$ cat config.mk
export PLATFORM = sky130hd
export DESIGN_NAME = mode_report_tx
export DESIGN_NICKNAME = d
export VERILOG_FILES = /design/src/rtl/mode_report_tx.sv
export SDC_FILE = /design/constraint.sdc
export NUM_CORES = 1
export LEC_CHECK = 0
export ABC_AREA = 1
export CORE_MARGIN = 2
export CORE_UTILIZATION = 60
export DETAILED_ROUTE_END_ITERATION = 6
export HOLD_SLACK_MARGIN = 0.08
export PLACE_DENSITY = 0.78
export SLEW_MARGIN = 5
export SYNTH_ARGS = -nofsm -noshare
export SYNTH_HDL_FRONTEND = slang
export SYNTH_SLANG_ARGS = --single-unit
$ cat constraint.sdc
create_clock -name clk -period 3.7 [get_ports clk]
set_input_delay 0.37 -clock clk [delete_from_list [all_inputs] [get_ports clk]]
set_output_delay 0.37 -clock clk [all_outputs]
set_load 0.1 [all_outputs]
$ cat src/rtl/mode_report_tx.sv
// Reports each work-mode change on sel as one ASCII byte over an 8N1 UART line.
// Optional macro MODE_TX_CR_EN appends a contiguous 8'h0D frame after every code frame.
module mode_report_tx #(
    parameter int CLK_FREQ = 50000000,
    parameter int BAUD     = 9600
) (
    input  logic       clk,
    input  logic       rst_n,
    input  logic [1:0] sel,
    output logic       tx,
    output logic       busy
);

    localparam int CPB = CLK_FREQ / BAUD;
    localparam int CW  = $clog2(CPB);
    localparam logic [CW-1:0] LAST = CW'(CPB - 1);

`ifdef MODE_TX_CR_EN
    typedef enum logic [2:0] {IDLE, START, DATA, STOP, SUFFIX} state_t;
`else
    typedef enum logic [2:0] {IDLE, START, DATA, STOP} state_t;
`endif

    state_t          state;
    state_t          state_next;
    logic [1:0]      sel_q;
    logic            pending;
    logic [7:0]      pend_code;
    logic [7:0]      shift;
    logic [CW-1:0]   baud_cnt;
    logic [2:0]      bit_cnt;
    logic            tx_d;
    logic            busy_d;
    logic            change;
    logic            take;
    logic            bit_end;
`ifdef MODE_TX_CR_EN
    logic            sfx_frame;
`endif

    function automatic logic [7:0] encode(input logic [1:0] s);
        case (s)
            2'b00:   encode = 8'd69;
            2'b01:   encode = 8'd70;
            2'b10:   encode = 8'd71;
            default: encode = 8'd68;
        endcase
    endfunction

    assign change  = (sel != sel_q);
    assign take    = (state == IDLE) && pending;
    assign bit_end = (baud_cnt == LAST);

    always_ff @(posedge clk or negedge rst_n) begin
        if (!rst_n) begin
            state <= IDLE;
        end else begin
            state <= state_next;
        end
    end

    // tx/busy are computed per state here and registered below, so the line
    // trails the FSM by one cycle and stays glitch-free.
    always_comb begin
        state_next = state;
        tx_d       = 1'b1;
        busy_d     = 1'b0;
        case (state)
            IDLE: begin
                if (pending) state_next = START;
            end
            START: begin
                tx_d   = 1'b0;
                busy_d = 1'b1;
                if (bit_end) state_next = DATA;
            end
            DATA: begin
                tx_d   = shift[0];
                busy_d = 1'b1;
                if (bit_end && bit_cnt == 3'd7) state_next = STOP;
            end
            STOP: begin
                busy_d = 1'b1;
                if (bit_end) begin
`ifdef MODE_TX_CR_EN
                    state_next = sfx_frame ? IDLE : SUFFIX;
`else
                    state_next = IDLE;
`endif
                end
            end
`ifdef MODE_TX_CR_EN
            SUFFIX: begin
                tx_d   = 1'b0;
                busy_d = 1'b1;
                if (bit_end) state_next = DATA;
            end
`endif
            default: state_next = IDLE;
        endcase
    end

    always_ff @(posedge clk or negedge rst_n) begin
        if (!rst_n) begin
            tx   <= 1'b1;
            busy <= 1'b0;
        end else begin
            tx   <= tx_d;
            busy <= busy_d;
        end
    end

    // A change on the same edge as the hand-off wins, so no event is lost.
    always_ff @(posedge clk or negedge rst_n) begin
        if (!rst_n) begin
            sel_q     <= 2'b00;
            pending   <= 1'b0;
            pend_code <= 8'h00;
        end else begin
            sel_q <= sel;
            if (change) begin
                pending   <= 1'b1;
                pend_code <= encode(sel);
            end else if (take) begin
                pending <= 1'b0;
            end
        end
    end

    always_ff @(posedge clk or negedge rst_n) begin
        if (!rst_n) begin
            baud_cnt <= '0;
            bit_cnt  <= 3'd0;
        end else begin
            if (state == IDLE || state_next != state || bit_end) begin
                baud_cnt <= '0;
            end else begin
                baud_cnt <= baud_cnt + 1'b1;
            end
            if (state == DATA && bit_end) begin
                bit_cnt <= bit_cnt + 3'd1;
            end
        end
    end

    always_ff @(posedge clk or negedge rst_n) begin
        if (!rst_n) begin
            shift <= 8'h00;
        end else if (take) begin
            shift <= pend_code;
        end else if (state == DATA && bit_end) begin
            shift <= {1'b0, shift[7:1]};
`ifdef MODE_TX_CR_EN
        end else if (state == STOP && bit_end && !sfx_frame) begin
            shift <= 8'h0D;
`endif
        end
    end

`ifdef MODE_TX_CR_EN
    // Distinguishes the code frame's stop bit from the suffix frame's stop bit.
    always_ff @(posedge clk or negedge rst_n) begin
        if (!rst_n) begin
            sfx_frame <= 1'b0;
        end else if (state == STOP && bit_end) begin
            sfx_frame <= !sfx_frame;
        end
    end
`endif

endmodule

==> results of run 1 <==
-- power by group through the flow --
stage          sequential [uW]  combinational [uW]  clock (uW)
2_1_floorplan              443                62.0           0
3_3_place_gp               425                 101           0
3_5_place_dp               427                 104           0
4_1_cts                    419                 104         227
5_1_grt                    423                 118         242
6_report                   419                 103         220
-- sequential cells by signal (all words and copies together), names as in the netlist --
signal / cells
bit_cnt: 3
sel_q: 2
pend_code: 3
tx: 1
pending: 1
state: 3
busy: 1
shift: 7
baud_cnt: 13
-- cell usage in the layout, fill, tap and decap left out, drive strengths merged --
| cell | Yosys | final |
|---|---|---|
| clkdlybuf4s50 | 0 | 5 |
| inv | 30 | 30 |
| nor3 | 9 | 9 |
| dfrtp | 33 | 33 |
| clkinvlp | 0 | 1 |
| o21bai | 1 | 1 |
| xnor2 | 2 | 2 |
| conb | 1 | 1 |
| clkbuf | 0 | 6 |
| dfstp | 1 | 1 |
| ha | 5 | 5 |
| nand4 | 6 | 6 |
| clkinv | 0 | 1 |
| or2 | 1 | 1 |
| xor2 | 2 | 2 |
| nor2 | 24 | 24 |
| o21ai | 10 | 10 |
| nand2 | 62 | 62 |
| nand3 | 15 | 15 |
| a21oi | 4 | 4 |
| buf | 3 | 1 |
-- stage by stage --
step           power, uW  setup WS, ps  hold WS [ps]
2_1_floorplan        505          2320          74.4
3_3_place_gp         526          1720           457
3_5_place_dp         531          1720           452
4_1_cts              750          1320           422
5_1_grt              782          1290           461
6_report             742          1340           410
-- worst reg2reg max path, stage by stage, from the launching register on --
cell and delay, ps:
dfrtp_1 440, ha_1 210, nand2_2 100, inv_2 100, nand2_4 70, nor2_8 140
nand3_4 190, inv_1 190, o21bai_1 80
-- per-layer routing --
metal / global-route usage [%] / vias up / share of wire [%]
met3: 7.25 / 8 / 3.6
met4: 9.74 / 0 / 1.9
met5: 0 / - / 0
met1: 25.8 / 662 / 43
li1: - / 674 / -
met2: 37.9 / 21 / 52
-- Yosys cell counts, types with 4 or more instances --
library cell,instances
nand2_1,56
dfrtp_1,33
inv_1,27
nor2_1,17
nand3_1,11
nor3_1,7
ha_1,5
nand2_2,5
nand4_1,5
o21ai_0,5
nor2_2,4
-- path summary, 6_finish.rpt --
| kind | from | endpoint | slack [ps] |
|---|---|---|---|
| setup / recovery | tx | tx | 1340 |
| hold / removal | rst_n | baud_cnt[12] | 410 |
| max in group asynchronous | rst_n | tx | 2960 |
| min in group clk | pend_code[2] | pend_code[2] | 480 |
| hold reg to reg | pend_code[2] | pend_code[2] | 480 |
| setup reg to reg | baud_cnt[0] | shift[6] | 2090 |
-- cells by family after synthesis --
family | synth area share [%]
xor+xnor | 1.94
compound gates | 5.12
flops | 47.1
simple gates | 34.0
other cells | 0.207
buf+inv | 8.10
fa+ha+maj | 3.46
-- cell type report --
| class | count | area [um2] | area share (%) |
|---|---|---|---|
| clock buffer | 6 | 51.3 | 2.65 |
| clock inverter | 2 | 12.5 | 0.647 |
| inverter | 30 | 113 | 5.82 |
| multi-input combinational | 142 | 810 | 41.8 |
| sequential | 34 | 852 | 44.0 |
| tap | 31 | 38.8 | 2.01 |
| timing repair buffer | 6 | 57.6 | 2.98 |
==> impl_results.md, run 1 <==
- Die span in x: 58.9 um
- Crit Path Max Fanout: 1
- Port Buffers: 5
- Via count: 1365
- Inserted Diodes: 0
- Required time of the critical path: 3330 ps
- Synth warnings: 0
- Grt ovf: 0
- Area share of the largest cell type after synthesis: between 40% and 50%
- CP Capture Type: primary output
- Cell-internal power: 525 uW
- Die area: approximately 0.0035 mm2
- Largest net degree at the start of global routing: 35
- Placed Instances: 243
- Final setup viols: 0
- Area after DPL: roughly 0.0019 mm2
- Share of cells above drive strength 1: 17.3%
- Bufs on Longest Clock Path: 2
- CTS Buf Count: 5
- WL per Instance: 12.6 um
- Placer Congestion: 0.846
- Slew Limit Fails: 0
- Unrepaired setup endpoints after global routing: no
- Synthesized area per cell: 8.65 um2
- Asr flop ratio synth: 100%
- Mapped Cells: 209
- Slew @ Worst Pin: 958 ps
- Pwr dens: 383 mW/mm2
- Clock share of power: between 20% and 30%
- CTS Sinks: 34
- Period utilisation layout: between 60% and 70%
- Post-synthesis net count: 218
- Htree depth: 2
- Util after Layout: between 60 and 70%
- Pleak: 0.000964 uW
- Sequential share of power: 56.5%
- Root buffer cell: clkbuf_4
- Area Growth Syn to Fin: 6.99%
- Vias in the first global route: 1353
- Critical Path Source Type: flip-flop
- Final WL: 3160 um
- Synth Cell Area: 0.00181 mm2
- CTS tree: built
- Remaining DRCs: 0
- Worst vdd ir: 0.000313 V
- First-pass GRT wire length: 5770 um
- Total GRT Usage: about 22%
- HP Class: primary input to async pin
- Data arrival, critical path: 1990 ps
- Worst-path cell chain: clkdlybuf4s50_1
- Post-CTS resize count: 0
- Filler cell count: 236
- Switching part of the total: 29.3%
- # IOs: 6
- Outcome: finished clean
- Final Non-Filler Cells: 251
- Setup TNS Final: 0 ps
- Worst Setup Path Type: flip-flop to primary output
- Seq/Total Area, Yosys: 47.1%
- Post-route cell area: 0.00193 mm2
- Max_slew headroom: 35.9%
- Chip height: 58.9 um
- Number of setup buffers added after CTS: 0
- Pre-antenna DRT Iters: 4
- Top_reg_cell synth: dfrtp_1
- Delay-heaviest family, CP: buffers and inverters
- Cell variety after synth: 30
- Detail Placement HPWL: 2290 um
- Reg clk slew, reported paths: 110 ps
- Max Cap Violations: 0
- R2R cell count: 8
- Sw power: 217 uW
- Synth area leader: dfrtp_1
- Worst path depth: 1
- Initial antenna violation count: 0
- WP buf/inv: 1
- DR iter-0 viols: 71
- Combinational power share: 13.8%
- Number of flops mapped to enable cells by yosys: 0
- Setup Skew: between 10 and 15 ps
- Cts hold-fix bufs: 0
- Core outline area: between 0.002 and 0.003 mm2
- Vias per cell: 5.44
- Synth area leaders: dfrtp_1 (46%), nand2_1 (12%), inv_1 (5.6%), nor2_1 (3.5%), ha_1 (3.5%)
- Final net count: 228
- Initial Util: 64.5%
- CP max-delay cell: clkdlybuf4s50_1
- Post-synthesis register bit count: 34
- Final Critical Period: 2360 ps
- Fmax: 0.423 GHz
- Final hold viol count: 0
- Antenna Nets Post-Route: 0
- Max incr delay on CP: 1120 ps
- Clk_lat worst skew: between 300 and 400 ps
- Cell row count: 19
Power figures use the tool's default switching activity.
==> run 2: changes to the inputs <==
Settings changed: CORE_UTILIZATION 60 to 54, PLACE_DENSITY 0.78 to 0.74.
Clock period 3.7 ns to 1.97 ns, I/O delays scaled along.
==> impl_results.md, run 2 (synthesis gave the netlist of run 1 again) <==
- Remaining DRCs: 0
- Largest Register: baud_cnt
- Crit-path most repeated cell: nand2_1
- Setup TNS Final: 0 ps
- Cell row count: 21
- Bufs on Longest Clock Path: 2
- Worst Setup Path Type: flip-flop to flip-flop
- Clk_lat worst skew: about 350 ps
- Cts hold-fix bufs: 0
- CTS Buf Count: 5
- Chip height: 61.9 um
- WL per Instance: 10.6 um
- Core outline area: ~0.0033 mm2
- Share of cells above drive strength 1: 18.2%
- First-pass GRT wire length: 5150 um
- Pwr dens: 754 mW/mm2
- Routed wl met3: 85 um
- Final Critical Period: 1540 ps
- Via count: between 1000 and 1500
- Worst-path cell chain: ha_1 > nand2_2 > inv_2 > nand2_4 > nor2_8 > nand3_4 > inv_1 > nand2_1 > nand2_1
- CP Capture Type: flip-flop
- Most common cell after layout, fill and taps aside: nand2_1
- Reg clk slew, reported paths: ~120 ps
- Final setup viols: 0
- HP Class: primary input to async pin
- Root buffer cell: clkbuf_4
- Final hold viol count: 0
- Final WL: 2830 um
- Max incr delay on CP: 430 ps
- Vias per cell: 4.84
- Setup Skew: 15.7 ps
- Filler cell count: 309
- Delay-heaviest family, CP: simple AND/OR/NAND/NOR gates
- Final net count: around 230
- Die area: 0.00383 mm2
- Worst vdd ir: roughly 0.00047 V
- Slew Limit Fails: 0
- Max FFs per register: 13
- Area Growth Syn to Fin: 8.51%
- Multi-input logic area: 810 um2
- Top Registers: baud_cnt x13, shift x7
- Detail Placement HPWL: slightly above 2000 um
- Highest metal used: met4
- Placer Congestion: about 0.82
- Period utilisation layout: between 70% and 80%
- CTS tree: built
- Die span in x: 61.9 um
- Util after Layout: 59.7%
- Htree depth: 2
- M1 wire length: 1400 um
- Crit Path Max Fanout: 14
- WP buf/inv: 2
- Outcome: finished clean
- Commonest non-fill, non-tap cells in the layout: nand2_1 (56), dfrtp_1 (33), inv_1 (27)
- Register Area: 852 um2
- Antenna Nets Post-Route: 0
- CTS Sinks: 34
- Data arrival, critical path: ~1800 ps
- Post-CTS resize count: 0
- CP max-delay cell: dfrtp_1
- Required time of the critical path: about 2300 ps
- Fmax: 0.651 GHz
- Tot Pwr: 1480 uW
- Inserted Diodes: 0
- Pre-antenna DRT Iters: 4
- Max Cap Violations: 0
- Number of setup buffers added after CTS: 0
- Grt ovf: 0
- Initial Util: 55.0%
- Total GRT Usage: 18.5%
- DR iter-0 viols: 44
- Initial antenna violation count: 0
- # IOs: 6
- Pleak: 0.000977 uW
- Vias in the first global route: about 1200
- Largest net degree at the start of global routing: 35
- Unrepaired setup endpoints after global routing: no
- Met2 routed wirelength: 1280 um
- Critical Path Source Type: flip-flop
- Port Buffers: 5
[run 2: worst paths after layout]
path                                   start  slack, ps  cells past startpoint            to
worst max-delay path             baud_cnt[0]        430                      9    bit_cnt[2]
worst min-delay path                   rst_n        250                      2      state[0]
worst max register to register   baud_cnt[0]        430                      9    bit_cnt[2]
worst min register to register  pend_code[2]        480                      2  pend_code[2]
max in group asynchronous              rst_n       1390                      2            tx
min in group clk                      sel[0]        370                      1      sel_q[0]
[run 2: layout make-up]
class	count	area share, %
clock inverter	3	2.04
multi-input combinational	142	41.3
sequential	34	43.4
tap	46	2.93
timing repair buffer	6	2.68
clock buffer	5	1.91
inverter	30	5.74
[run 2: power breakdown]
| part | total (uW) | internal, uW | leakage (uW) | switching [uW] |
|---|---|---|---|---|
| clock | 505 | 263 | 0.0000450 | 242 |
| combinational | 190 | 60.1 | 0.000489 | 130 |
| sequential | 786 | 752 | 0.000443 | 33.8 |
[run 2: layer usage]
metal / vias up / GRT usage, %
li1: 677 / -
met2: 11 / 28.4
met3: 6 / 6.42
met5: - / 0
met1: 594 / 23.9
met4: 0 / 7.90
[run 2: through the flow]
stage	hold WS (ps)	area, um2	instances	worst slack [ps]
3_5_place_dp	464	1880	258	436
4_1_cts	259	1960	266	423
2_1_floorplan	-98.6	1810	209	590
6_report	248	1960	266	434
3_3_place_gp	458	1880	258	471
5_1_grt	273	1960	266	266
==> run 3: changes to the inputs <==
Settings changed: CORE_UTILIZATION 54 to 60, PLACE_DENSITY 0.74 to 0.78.
Clock period 1.97 ns to 1.5 ns, I/O delays scaled along.
==> impl_results.md, run 3 (synthesis gave the netlist of run 1 again) <==
- Placer Congestion: 0.824
- First-pass GRT wire length: 5940 um
- Pwr dens: 957 mW/mm2
- Inserted Diodes: 0
- Required time of the critical path: 1770 ps
- Util after Layout: 74.1%
- Initial antenna violation count: 0
- Outcome: finished clean
- CTS tree: built
- Final setup viols: 0
- CP Capture Type: flip-flop
- Detail Placement HPWL: ~2400 um
- Register Area: 852 um2
- Final Critical Period: 1410 ps
- Initial Util: between 60% and 70%
- Worst-path cell chain: ha_4 > nand2_4 > inv_2 > nand2_4 > nor2_8 > nand3_4 > nand2_4 > nand2_1 > nand2_1
- Share of cells above drive strength 1: about a fifth
- Max Cap Violations: 0
- Post-route cell area: 0.00208 mm2
- Reg clk slew, reported paths: approximately 110 ps
- Cell row count: 19
- Final net count: ~230
- Critical Path Source Type: flip-flop
- Worst Setup Path Type: flip-flop to flip-flop
- Vias in the first global route: around 1400
- Via count: 1381
- Cts hold-fix bufs: 0
- CP max-delay cell: dfrtp_1
- Setup Skew: around 14 ps
- Pleak: 0.00103 uW
- Largest net degree at the start of global routing: 35
- Port Buffers: 5
- Htree depth: 2
- Remaining DRCs: 0
- Top Registers: baud_cnt x13, shift x7
- Data arrival, critical path: 1680 ps
- Root buffer cell: clkbuf_4
- Final WL: 3400 um
- Routed wl met3: 140 um
- Fmax: 0.711 GHz
- WL per Instance: 13.2 um
- Most common cell after layout, fill and taps aside: nand2_1
- Vias per cell: between 5 and 6
- Die area: 0.00347 mm2
- Filler cell count: 209
- Slew Limit Fails: 0
- Commonest non-fill, non-tap cells in the layout: nand2_1 (55), dfrtp_1 (33), inv_1 (26)
- Period utilisation layout: 93.8%
- Clk_lat worst skew: between 300 and 400 ps
- Multi-input logic area: 871 um2
- Area Growth Syn to Fin: 15.0%
- CTS Buf Count: 5
- M1 wire length: 1440 um
- Max incr delay on CP: 400 ps
- HP Class: primary input to async pin
- Max FFs per register: 13
- Grt ovf: 0
- # IOs: 6
- Delay-heaviest family, CP: simple AND/OR/NAND/NOR gates
- Worst vdd ir: around 0.00068 V
- Bufs on Longest Clock Path: 2
- Crit Path Max Fanout: 7
- Core outline area: 0.00281 mm2
- Crit-path most repeated cell: nand2_4
- WP buf/inv: 1
- Die span in x: between 50 and 60 um
- Highest metal used: met4
- Area after DPL: 0.00192 mm2
- CTS Sinks: 34
- Final hold viol count: 0
- Largest Register: baud_cnt
- Met2 routed wirelength: 1750 um
- DR iter-0 viols: 40
- Chip height: 58.9 um
- Total GRT Usage: a little under a quarter
- Pre-antenna DRT Iters: 4
- Antenna Nets Post-Route: 0
==> run 3: area by class of cell <==
type | count | share of cell area (%)
sequential | 34 | 41.0
clock inverter | 1 | 1.44
tap | 31 | 1.87
clock buffer | 7 | 2.17
timing repair buffer | 11 | 6.14
inverter | 30 | 5.54
multi-input combinational | 143 | 41.9
==> run 3: metrics by stage <==
stage	cells	power (uW)	setup TNS, ps	hold WS [ps]	setup WS, ps
3_3_place_gp	245	1330	0	455	98.0
3_5_place_dp	245	1350	0	460	6.50
4_1_cts	254	1990	0	187	1.53
5_1_grt	257	2080	-26.2	189	-26.2
6_report	257	1990	0	175	93.2
2_1_floorplan	209	1240	0	-146	120
==> run 3: worst paths after layout <==
path / from / to / slack [ps] / cells after the start
worst max-delay path: baud_cnt[1] / shift[0] / 90 / 9
min in group clk: sel[0] / sel_q[0] / 330 / 1
worst min register to register: pend_code[2] / pend_code[2] / 480 / 2
worst min-delay path: rst_n / state[2] / 180 / 2
max in group asynchronous: rst_n / tx / 1090 / 2
worst max register to register: baud_cnt[1] / shift[0] / 90 / 9
==> run 3: per-layer routing <==
metal	track usage, %	vias to the layer above
li1	-	690
met1	29.2	652
met2	37.9	31
met3	5.27	8
met4	7.47	0
met5	0	-
==> run 3: where the power goes <==
| part | total, uW | internal [uW] | switching (uW) | leakage [uW] |
|---|---|---|---|---|
| combinational | 308 | 116 | 192 | 0.000543 |
| clock | 643 | 354 | 289 | 0.0000395 |
| sequential | 1040 | 988 | 51.4 | 0.000443 |
==> run 3: timing repair <==
action / in CTS / in global routing
resized for setup: 0 / 11
setup buffers: 0 / 3
pin swaps: 0 / 4
setup endpoints to repair: 4 / 23
gates cloned: 1 / 0
